`src/rtl/toy_hazard_ctrl.sv`:
```
// toy_hazard_ctrl: pipeline hazard and redirect control for the 5-stage
// RISC_TOY core. Tracks pending load writes per register, stalls ID on a
// load-use dependency, and sequences the IF/ID squash after a taken
// branch/jump resolves in EX.
// Optional feature: define HAZ_PERF_EN to add the saturating PERF_STALL and
// PERF_FLUSH event counters.
module toy_hazard_ctrl #(
  parameter int NREG      = 32,
  parameter int AW        = 5,
  parameter int LD_LAT    = 1,
  parameter int FLUSH_CYC = 2
) (
  input  logic          CLK,
  input  logic          RSTN,
  input  logic          ID_VALID,
  input  logic [AW-1:0] ID_RA0,
  input  logic          ID_RA0_USE,
  input  logic [AW-1:0] ID_RA1,
  input  logic          ID_RA1_USE,
  input  logic [AW-1:0] ID_WREG,
  input  logic          ID_WEN,
  input  logic          ID_IS_LD,
  input  logic          EX_BR_TAKEN,
  input  logic [31:0]   EX_BR_TARGET,
  output logic          STALL_IF,
  output logic          STALL_ID,
  output logic          BUBBLE_EX,
  output logic          FLUSH,
  output logic          PC_SEL,
  output logic [31:0]   PC_TARGET,
  output logic          BUSY
`ifdef HAZ_PERF_EN
  ,
  output logic [15:0]   PERF_STALL,
  output logic [15:0]   PERF_FLUSH
`endif
);

  // A load latency of 0 or 1 still needs a 1-bit counter.
  localparam int            CW         = (LD_LAT > 1) ? $clog2(LD_LAT + 1) : 1;
  localparam logic [CW-1:0] LD_INIT    = CW'(LD_LAT);
  localparam logic [1:0]    FLUSH_INIT = 2'(FLUSH_CYC - 1);

  typedef enum logic {ST_RUN, ST_FLUSH} state_t;

  state_t        state;
  logic [1:0]    flush_cnt;
  logic [31:0]   pc_target_q;
  logic [CW-1:0] cnt [NREG];

  logic run;
  logic redirect;
  logic haz;
  logic stall;
  logic sb_load;
  logic any_pending;

  // Hazard detection and issue qualification; a redirect always beats a stall.
  assign run      = (state == ST_RUN);
  assign redirect = run & EX_BR_TAKEN;
  assign haz      = ID_VALID & run &
                    ((ID_RA0_USE & (cnt[ID_RA0] != '0)) |
                     (ID_RA1_USE & (cnt[ID_RA1] != '0)));
  assign stall    = haz & ~redirect;
  assign sb_load  = ID_VALID & ~stall & run & ~EX_BR_TAKEN & ID_WEN & ID_IS_LD;

  // Reduce the scoreboard to a single pending flag for BUSY.
  always_comb begin
    // NOTE: assign a default before the loop so no path leaves the variable
    // unassigned, which would otherwise infer a latch.
    any_pending = 1'b0;
    for (int i = 0; i < NREG; i++) begin
      any_pending = any_pending | (cnt[i] != '0);
    end
  end

  // Per-register pending-load counters: load on LD issue, otherwise count down.
  always_ff @(posedge CLK or negedge RSTN) begin
    if (!RSTN) begin
      // NOTE: these counters are control state, not bulk storage, so every
      // entry is reset; a stale nonzero count would stall forever.
      for (int i = 0; i < NREG; i++) begin
        cnt[i] <= '0;
      end
    end else begin
      for (int i = 0; i < NREG; i++) begin
        // NOTE: non-blocking assignment so every entry sees pre-edge values.
        if (sb_load && (ID_WREG == AW'(i))) begin
          cnt[i] <= LD_INIT;
        end else if (cnt[i] != '0) begin
          cnt[i] <= cnt[i] - CW'(1);
        end
      end
    end
  end

  // Redirect FSM: capture the target and hold FLUSH for the squash window.
  always_ff @(posedge CLK or negedge RSTN) begin
    if (!RSTN) begin
      state       <= ST_RUN;
      flush_cnt   <= 2'd0;
      pc_target_q <= 32'd0;
    end else begin
      case (state)
        ST_RUN: begin
          if (EX_BR_TAKEN) begin
            pc_target_q <= EX_BR_TARGET;
            if (FLUSH_CYC > 1) begin
              flush_cnt <= FLUSH_INIT;
              state     <= ST_FLUSH;
            end
          end
        end
        ST_FLUSH: begin
          flush_cnt <= flush_cnt - 2'd1;
          if (flush_cnt <= 2'd1) begin
            state <= ST_RUN;
          end
        end
        default: state <= ST_RUN;
      endcase
    end
  end

  assign STALL_IF  = stall;
  assign STALL_ID  = stall;
  assign BUBBLE_EX = haz | redirect | ~run;
  assign FLUSH     = redirect | ~run;
  assign PC_SEL    = redirect;
  assign PC_TARGET = redirect ? EX_BR_TARGET : pc_target_q;
  assign BUSY      = any_pending | ~run;

`ifdef HAZ_PERF_EN
  // Saturating event counters for hazard cycles and accepted redirects.
  always_ff @(posedge CLK or negedge RSTN) begin
    if (!RSTN) begin
      PERF_STALL <= 16'd0;
      PERF_FLUSH <= 16'd0;
    end else begin
      if (haz && (PERF_STALL != 16'hFFFF)) begin
        PERF_STALL <= PERF_STALL + 16'd1;
      end
      if (redirect && (PERF_FLUSH != 16'hFFFF)) begin
        PERF_FLUSH <= PERF_FLUSH + 16'd1;
      end
    end
  end
`endif

endmodule

```
`config.mk`:
```
export PLATFORM = sky130hd
export DESIGN_NAME = toy_hazard_ctrl
export DESIGN_NICKNAME = d
export VERILOG_FILES = /design/src/rtl/toy_hazard_ctrl.sv
export SDC_FILE = /design/constraint.sdc
export NUM_CORES = 1
export LEC_CHECK = 0
export CAP_MARGIN = 20
export CELL_PAD_IN_SITES_DETAIL_PLACEMENT = 0
export CELL_PAD_IN_SITES_GLOBAL_PLACEMENT = 1
export CORE_ASPECT_RATIO = 0.6
export CORE_MARGIN = 2
export CORE_UTILIZATION = 36
export CTS_BUF_LIST = sky130_fd_sc_hd__clkbuf_4
export DETAILED_ROUTE_END_ITERATION = 8
export PLACE_DENSITY = 0.89
export SETUP_SLACK_MARGIN = 0.2
export SYNTH_ARGS = -nofsm -noshare
export SYNTH_HDL_FRONTEND = slang
export SYNTH_SLANG_ARGS = --single-unit
```
`constraint.sdc`:
```
create_clock -name CLK -period 2.2 [get_ports CLK]
set_input_delay 0.22 -clock CLK [delete_from_list [all_inputs] [get_ports CLK]]
set_output_delay 0.22 -clock CLK [all_outputs]
set_load 0.01 [all_outputs]
```
[After elaboration in Yosys (flattened, before gate mapping)]
Index checks and enable logic that the tools add are counted.
Storage, ports and cells
  output and inout bits: 38
  input bits: 55
  register bits after elaboration: 67
  word-level logic and storage cells: 266
Operators by class
  eq/ne operators: 32
  order comparisons: 3
  $add $sub $neg: 33
  bitwise operators: 53
  reduce and logical (&&, ||, !) cells: 34
  multiplexer cells: 76
Operators by type and width (count)
  $eq 5x5->1 const B: 16
  $mux 1: 70
  $eq 5x4->1 const B: 8
  $or 1x1->1: 36
  $logic_and 1x1->1: 32
  $mux 32: 1
  $sub 1x1->1 const B: 32
  $eq 5x3->1 const B: 4
  $ge 6x6->1 const B: 2
  $not 5->6: 2
  $and 1x1->1: 11
  $bmux 1 s5: 2
  $eq 5x2->1 const B: 2
  $eq 5x1->1 const B: 1
  $logic_not 5->1: 1
  $not 1->1: 4
  $pmux 2 s2: 1
  $le 2x1->1 const B: 1
  $mux 2: 1
  $ne 2x2->1 const B: 1
  $pmux 1 s2: 1
  $reduce_and 2->1: 1
  $sub 2x1->2 const B: 1

[Longest topological paths before layout]
Gate-level depths: netlist of the first run.
  depth in word-level cells: 32
  mapped depth: 8
  depth with buffers taken out: 5

[Least setup slack after synthesis of the first run]
OpenSTA, ideal clock, no wires.
  kind: input port to output port
  from: in ID_RA1[1]
  to: out STALL_IF
  path buffers: 3
  arrival time: 2031 ps
  slack: -51 ps
  data required time: 1980 ps
  stages: 8
  cells stage by stage: buf_2 mux4_2 mux2_2 o221ai_4 o32ai_4 buf_6 and3_1 buf_4
Between the ends
  cells in the longest elaborated chain, start to end: 8
RTL lines
  start, declared: RTL line 18  | input logic [AW-1:0] ID_RA1,
  $not 5->6 (implied by the code): RTL line 63  | (ID_RA1_USE & (cnt[ID_RA1] != '0)));
  $bmux 1 s5: RTL line 63
  $mux 1 (implied by the code) (2 in series): RTL line 63
  $and 1x1->1: RTL line 63
  $or 1x1->1: RTL line 62  | ((ID_RA0_USE & (cnt[ID_RA0] != '0)) |
  $and 1x1->1: RTL line 61  | assign haz = ID_VALID & run &
  $and 1x1->1: RTL line 64  | assign stall = haz & ~redirect;
  end, declared: RTL line 25  | output logic STALL_IF,
Every way passes these cells. The select of a mux whose other input is x is not followed.

[Worst setup path in the final report of the first run]
  from: reg cnt[4] in the netlist's numbering
  to: out BUBBLE_EX
Between the ends
  cells in the longest elaborated chain, start to end: 8
  elaborated cells between the ends (all ways): 12
  those cells by class: 6 x mux; 6 x bitwise
RTL lines
  start, declared: RTL line 49  | logic [CW-1:0] cnt [NREG];
  start signal, assigned by index: RTL line 91  | cnt[i] <= cnt[i] - CW'(1);
  $bmux 1 s5 (on tied branches): RTL line 62, 63
  $mux 1 (on tied branches) (2 in series): RTL line 62, 63
  $and 1x1->1 (on tied branches): RTL line 62, 63
  $or 1x1->1 *: RTL line 62
  $and 1x1->1 *: RTL line 61
  $or 1x1->1 * (2 in series): RTL line 127  | assign BUBBLE_EX = haz | redirect | ~run;
  end, declared: RTL line 27  | output logic BUBBLE_EX,
Every way passes the cells marked *; elsewhere a longest branch is shown, timed or not. The select of a mux whose other input is x is not followed.

==> results_tabular.tex, run 1 <==
\begin{tabular}{lr}
\hline
Metric & Value \\
\hline
\multicolumn{2}{l}{\textbf{Run status}} \\
Outcome & complete, but fails checks \\
Violations in the final reports & negative setup slack \\
\multicolumn{2}{l}{\textbf{Detailed routing}} \\
Total wirelength of the detailed-routed design & 10800 um \\
Routed length on met1 & 5020 um \\
Router iterations before antenna repair & 4 \\
Highest routing layer actually used & met4 \\
Met2 routed wirelength & 5060 um \\
Routed via count & 2716 \\
Iteration-0 DRC Markers & 174 \\
Antenna Nets Post-Route & 0 \\
Count of unresolved DRC violations after routing & 0 \\
Mean number of vias per cell & 5.37 \\
Met3 wire length & 566 um \\
Average wire per cell in the routed design & 21.3 um \\
\multicolumn{2}{l}{\textbf{Setup path}} \\
Worst Path Class, Setup & register to output port \\
Kind of start point of the critical path & register \\
Worst R2R Start & cnt[4] \\
Critical path arrival & 2410 ps \\
Critical path fanouts, max & 3 \\
Capture point of the worst reg-to-reg path & cnt[12] \\
R2R Setup Slk & -340 ps \\
Register-to-Register Path Depth & 10 \\
Required time at the endpoint of the critical path & 1980 ps \\
Kind of end point of the critical path & output port \\
\multicolumn{2}{l}{\textbf{Synthesis}} \\
Cell area after technology mapping & 3270 um2 \\
Unique masters post-synth & 37 \\
Post-synth EDFFs & 0 \\
Multiplexer share of the synthesized area & 0.255 \\
Dominant combinational cell family by area after synthesis & multiplexers \\
Area share of fa/ha/maj cells after synthesis & 0.00383 \\
Post-synthesis share of cell area spent on and, or, nand and nor gates & 0.144 \\
Cells after Synth & 235 \\
FFs w/ async S/R, synth & 1.00 \\
Post-Synth XOR/XNOR Area & 0 \\
Area fraction in compound gates after synthesis & 0.0448 \\
Synth Register Bits & 67 \\
Count of synthesis-stage warnings from yosys & 0 \\
Primary flip-flop cell chosen by synthesis mapping & dfrtp\_1 \\
Synthesized net count & 291 \\
Per-instance average area after synthesis & 13.9 um2 \\
Sequential fraction of the synthesis area & 0.513 \\
\multicolumn{2}{l}{\textbf{Timing}} \\
Worst hold slack after final layout & 343 ps \\
Maximum clock skew at final layout & 9.49 ps \\
Setup TNS & -8510 ps \\
Final hold violation count & 0 \\
Peak clock frequency supported by timing & 381 MHz \\
Setup slack of the critical path after layout & -426 ps \\
Max-slew headroom & 0.390 \\
Setup repair after global routing missed its margin & yes \\
Pins over their slew limit & 0 \\
Transition time at the pin with the least slew margin & 915 ps \\
Final period utilization & 1.19 \\
Minimum clock period & 2630 ps \\
Final-report setup violation count & 35 \\
\multicolumn{2}{l}{\textbf{Clock network}} \\
Clock tree from TritonCTS & done \\
Post-CTS clock slew at the launch and capture registers of the worst setup and hold paths & 110 ps \\
H-tree depth reported by CTS & 3 \\
Cell at the root of the clock tree & clkbuf\_4 \\
Clock latency of the later-clocked register in the worst-skew pair & 410 ps \\
CTS Sinks & 67 \\
Maximum buffer depth of the clock tree & 2 \\
CTS Buf Count & 9 \\
\multicolumn{2}{l}{\textbf{Floorplan}} \\
Initial core utilization & 0.378 \\
Standard-cell rows & 26 \\
Vert. Die Dim & 77.8 um \\
I/O pin total & 93 \\
Width of the chip & 127 um \\
Placeable core region & 8650 um2 \\
Die Area & 9880 um2 \\
\multicolumn{2}{l}{\textbf{Global route}} \\
Number of global-route vias before repair & 2826 \\
Wire length of the first global-routing pass & 15700 um \\
All-Layer GR Usage & 0.207 \\
Gr ovfl total & 0 \\
Antenna violations before repair & 0 \\
Largest net degree at the start of global routing & 45 \\
\multicolumn{2}{l}{\textbf{Power and ir drop}} \\
Cell Pwr Density & 652 nW/um2 \\
Largest voltage drop on the vdd net & 0.000503 V \\
LEAKAGE & 2.52 nW \\
\multicolumn{2}{l}{\textbf{Worst hold path}} \\
Path category of the worst min-delay check & input pin to asynchronous set/reset pin \\
\multicolumn{2}{l}{\textbf{Cells and area}} \\
Count of inserted antenna diode cells & 0 \\
Most used cells in the layout excluding fill and tap cells & dfrtp\_1 (66), buf\_6 (59), clkdlybuf4s50\_1 (50) \\
Leading cell type in the layout, fill and taps excluded & dfrtp\_1 \\
Final standard cell utilization of the core & 0.670 \\
P\&R area growth vs syn & 77.3\% \\
Layout Cell Area excl Fill & 5790 um2 \\
Share of post-route cells with drive strength above 1 & 0.541 \\
Nets@finish & 445 \\
\multicolumn{2}{l}{\textbf{Place}} \\
Post-detailed-placement half-perimeter wirelength & 6390 um \\
Cell area reported after detailed placement & 4400 um2 \\
Buffers added on ports & 92 \\
Final weighted congestion in routability-driven placement & 0.934 \\
DP Worst Slack & -734 ps \\
\multicolumn{2}{l}{\textbf{Run}} \\
Number of max-capacitance violations reported & 0 \\
\hline
\end{tabular}
## power by group
part	internal [mW]	total, mW	switching [mW]
logic	0.959	1.61	0.655
registers	1.40	1.47	0.0695
clock network	0.260	0.692	0.431
## worst max-delay path, cell delays in order, from the launching register on
cell	delay, ps
dfrtp_1	440
mux4_2	480
mux2_4	300
o221ai_4	190
o32ai_4	160
buf_6	150
a21o_1	140
buf_2	130
## routing by layer
metal	global-route usage	vias up
met1	0.313	1397
met2	0.306	94
met4	0.0319	0
met3	0.0531	12
met5	0	-
li1	-	1213
## cells by family after synthesis
logic type,after synthesis
and+or+nand+nor,77
DFF,67
muxes,55
buffers and inverters,23
AOI/OAI and AO/OA,12
adders and majority gates,1
## per-stage QoR
stage / cells / total power, mW
after floorplan: 235 / 1.90
after global placement: 441 / 2.45
after detailed placement: 441 / 2.48
after CTS: 482 / 3.42
after global routing: 506 / 3.96
final: 506 / 3.78
## cell usage after synthesis, types with 2 or more instances
cell type,number,area share
dfrtp_1,67,0.51
nor4_1,36,0.069
mux2_1,34,0.12
nand2_1,14,0.016
mux4_1,12,0.096
clkbuf_1,10,0.011
nand2b_1,6,0.011
buf_6,5,0.017
mux2_2,5,0.017
inv_1,4,0.0046
nor2b_1,4,0.0077
nor4_2,4,0.015
mux4_2,3,0.021
nand3_1,3,0.0046
buf_1,2,0.0023
nand4_1,2,0.0038
nor2_1,2,0.0023
o21ai_0,2,0.0031
or3_1,2,0.0038
## state kept, by name, indices dropped and copies added (netlist names)
| name | count |
|---|---|
| cnt | 32 |
| state | 1 |
| pc_target_q | 32 |
| flush_cnt | 2 |
## layout make-up
cell class                      instances  area [um2]
Timing Repair Buffer                  162        1770
Tap cell                              112         140
Sequential cell                        67        1680
Multi-Input combinational cell        145        2080
Fill cell                             580        2860
Clock inverter                          4        17.5
Inverter                                4        15.0
Clock buffer                           12        90.1
## worst max path at each step
| stage | from | end |
|---|---|---|
| final | cnt[4] | BUBBLE_EX |
| after global routing | cnt[7] | BUBBLE_EX |
| after CTS | cnt[7] | BUBBLE_EX |
| after detailed placement | ID_RA0[1] | BUBBLE_EX |
| after global placement | ID_RA0[1] | BUBBLE_EX |
| after floorplan | cnt[25] | STALL_IF |
## timing repair
action | CTS | global route
pin swaps | 23 | 23
setup buffers | 20 | 23
hold buffers | 1 | 0
endpoints found under the hold margin | 23 | 0
endpoints found under the setup margin | 70 | 69
gates resized for setup | 263 | 78
cloned | 4 | 1
No activity file was read; power rests on OpenSTA's default activity.
==> inputs of run 2 (changes only) <==
--- a/config.mk
+++ b/config.mk
@@ -5,6 +5,7 @@
 export SDC_FILE = /design/constraint.sdc
 export NUM_CORES = 1
 export LEC_CHECK = 0
+export ABC_AREA = 0
 export CAP_MARGIN = 20
 export CELL_PAD_IN_SITES_DETAIL_PLACEMENT = 0
 export CELL_PAD_IN_SITES_GLOBAL_PLACEMENT = 1
==> results of run 2 <==
No change in the layout: final DEF, timing and power equal those of run 1.
==> inputs of run 3 (changes only) <==
--- a/config.mk
+++ b/config.mk
@@ -9,7 +9,6 @@
 export CAP_MARGIN = 20
 export CELL_PAD_IN_SITES_DETAIL_PLACEMENT = 0
 export CELL_PAD_IN_SITES_GLOBAL_PLACEMENT = 1
-export CORE_ASPECT_RATIO = 0.6
 export CORE_MARGIN = 2
 export CORE_UTILIZATION = 36
 export CTS_BUF_LIST = sky130_fd_sc_hd__clkbuf_4
==> run 3 against run 2 <==
The flow still finishes with violations (negative setup slack); register-to-register slack improved by 70 ps; count of clock-buffer cells in the layout shrank 3; wire length shrank 5.1%; non-clock buffer count decreased by 5; combinational power barely moved; critical path type unchanged.
==> results_tabular.tex, run 3 (same netlist as run 1, synthesis figures left out) <==
\begin{tabular}{lr}
\hline
Metric & Value \\
\hline
\multicolumn{2}{l}{\textbf{Run status}} \\
Outcome & complete, but fails checks \\
Violations in the final reports & negative setup slack \\
\multicolumn{2}{l}{\textbf{Setup path}} \\
Kind of start point of the critical path & register \\
Required time at the endpoint of the critical path & 1980 ps (about the same) \\
Worst setup startpoint & cnt[8] \\
Highest cell delay on the worst timing path & 480 ps (about the same) \\
Kind of end point of the critical path & output port \\
Capture point of the worst reg-to-reg path & cnt[1] \\
Critical path capture point & BUBBLE\_EX \\
Chain of cells forming the critical path & mux4\_2 > mux2\_4 > o221ai\_4 > o32ai\_4 > a21o\_1 > buf\_2 \\
R2R Setup Slk & -270 ps (+70 ps) \\
Critical path fanouts, max & 3 (unchanged) \\
Critical path arrival & 2250 ps (-160 ps) \\
Worst R2R Start & cnt[8] \\
Worst Path Class, Setup & register to output port \\
Cell at the slowest stage of the critical path & mux4\_2 \\
Register-to-Register Path Depth & 10 (unchanged) \\
\multicolumn{2}{l}{\textbf{Floorplan}} \\
Placeable core region & 8760 um2 (+1.3\%) \\
Width of the chip & 99.3 um (-22\%) \\
Die Area & 9860 um2 (-0.25\%) \\
Vert. Die Dim & 99.3 um (+28\%) \\
Initial core utilization & 0.373 (-0.00475) \\
Standard-cell rows & 34 (+31\%) \\
I/O pin total & 93 (unchanged) \\
\multicolumn{2}{l}{\textbf{Detailed routing}} \\
Average wire per cell in the routed design & 20.6 um (-3.1\%) \\
Count of unresolved DRC violations after routing & 0 (unchanged) \\
Antenna Nets Post-Route & 0 (unchanged) \\
Iteration-0 DRC Markers & 148 (-15\%) \\
Mean number of vias per cell & 5.44 (+1.3\%) \\
Routed via count & 2697 (-0.70\%) \\
Router iterations before antenna repair & 4 (unchanged) \\
Total wirelength of the detailed-routed design & 10200 um (-5.1\%) \\
\multicolumn{2}{l}{\textbf{Timing}} \\
Final-report setup violation count & 36 (+2.9\%) \\
Maximum clock skew at final layout & 10.8 ps (+1.30 ps) \\
Peak clock frequency supported by timing & 405 MHz (+6.2\%) \\
Worst hold slack after final layout & 413 ps (+69.6 ps) \\
Final period utilization & 1.12 (-0.0701) \\
Final hold violation count & 0 (unchanged) \\
Pins over their slew limit & 0 (unchanged) \\
Transition time at the pin with the least slew margin & 918 ps (+2.52 ps) \\
Setup TNS & -5770 ps (+2740 ps) \\
Minimum clock period & 2470 ps (-154 ps) \\
Max-slew headroom & 0.388 (-0.00168) \\
Setup repair after global routing missed its margin & yes \\
Setup slack of the critical path after layout & -272 ps (+154 ps) \\
\multicolumn{2}{l}{\textbf{Cells and area}} \\
P\&R area growth vs syn & 79.2\% \\
Registers with the most flip-flops & cnt (32), pc\_target\_q (32), flush\_cnt (2) \\
Final Non-Filler Cells & 496 (-2.0\%) \\
Nets@finish & 440 (-1.1\%) \\
Share of post-route cells with drive strength above 1 & 0.534 (-0.00710) \\
Leading cell type in the layout, fill and taps excluded & dfrtp\_1 \\
Filler Cells Inserted & 577 (-0.52\%) \\
Most used cells in the layout excluding fill and tap cells & dfrtp\_1 (66), buf\_6 (52), clkdlybuf4s50\_1 (51) \\
Count of inserted antenna diode cells & 0 (unchanged) \\
Layout Cell Area excl Fill & 5860 um2 (+1.1\%) \\
Final standard cell utilization of the core & 0.668 (-0.00127) \\
\multicolumn{2}{l}{\textbf{Clock network}} \\
H-tree depth reported by CTS & 3 (unchanged) \\
Post-CTS clock slew at the launch and capture registers of the worst setup and hold paths & 110 ps (about the same) \\
Clock latency of the later-clocked register in the worst-skew pair & 420 ps (about the same) \\
CTS Sinks & 67 (unchanged) \\
CTS Buf Count & 9 (unchanged) \\
Maximum buffer depth of the clock tree & 2 (unchanged) \\
Cell at the root of the clock tree & clkbuf\_4 \\
Clock tree from TritonCTS & done \\
\multicolumn{2}{l}{\textbf{Place}} \\
Post-detailed-placement half-perimeter wirelength & 5740 um (-10\%) \\
Cell area reported after detailed placement & 4430 um2 (+0.51\%) \\
Buffers added on ports & 92 (unchanged) \\
Post-placement cell count & 439 (-0.45\%) \\
DP Worst Slack & -768 ps (-34.7 ps) \\
Final weighted congestion in routability-driven placement & 0.822 (-12\%) \\
\multicolumn{2}{l}{\textbf{Run}} \\
Number of max-capacitance violations reported & 0 (unchanged) \\
\multicolumn{2}{l}{\textbf{Global route}} \\
Wire length of the first global-routing pass & 15700 um (-0.22\%) \\
Number of global-route vias before repair & 2915 (+3.1\%) \\
Largest net degree at the start of global routing & 37 (-18\%) \\
All-Layer GR Usage & 0.207 (about the same) \\
Gr ovfl total & 0 (unchanged) \\
Antenna violations before repair & 0 (unchanged) \\
\multicolumn{2}{l}{\textbf{Power and ir drop}} \\
Overall Power & 3.97 mW (+4.9\%) \\
LEAKAGE & 2.53 nW (+0.67\%) \\
Largest voltage drop on the vdd net & 0.000536 V (+6.6\%) \\
Cell Pwr Density & 677 nW/um2 (+3.8\%) \\
\multicolumn{2}{l}{\textbf{Worst hold path}} \\
Path category of the worst min-delay check & input pin to asynchronous set/reset pin \\
\hline
\end{tabular}
-- run 3: final cells by class --
class	instances	area, um2	share of cell area
Inverter	4	15.0	0.00256
Clock inverter	6	81.3	0.0139
Tap cell	108	135	0.0231
Timing Repair Buffer	157	1780	0.304
Sequential cell	67	1680	0.286
Multi-Input combinational cell	145	2100	0.359
Clock buffer	9	67.6	0.0115
-- run 3: worst min-delay path by stage --
stage                                 from               to
after floorplan                       RSTN           cnt[0]
after global placement                RSTN  pc_target_q[12]
after detailed placement              RSTN   pc_target_q[0]
after CTS                             RSTN  pc_target_q[13]
after global routing      EX_BR_TARGET[15]  pc_target_q[15]
final                                 RSTN  pc_target_q[21]
-- run 3: where the power goes --
part | switching [mW] | internal (mW) | leakage, nW
clock network | 0.453 | 0.447 | 0.0808
logic | 0.645 | 0.950 | 1.60
registers | 0.0656 | 1.40 | 0.855
-- run 3: repair_timing --
item                                   CTS  global route
setup buffers                           25             9
endpoints found under the hold margin   31             0
hold buffers                             1             0
pin swaps                               43             5
gates cloned                             7             0
resized for setup                      294            45
setup endpoints to repair               70            68
-- run 3: layer usage --
layer,vias to the layer above,GRT usage,share of wire
met2,109,0.356,0.51
met3,14,0.0654,0.077
met1,1366,0.243,0.39
met4,0,0.0790,0.020
met5,-,0,0
li1,1208,-,-
-- run 3: worst max-delay path: cells and delay by family, from the launching register on --
| kind | cells | cell delay [ps] |
|---|---|---|
| AOI/OAI and AO/OA | 3 | 510 |
| muxes | 2 | 770 |
| buffers and inverters | 1 | 130 |
| DFF | 1 | 430 |
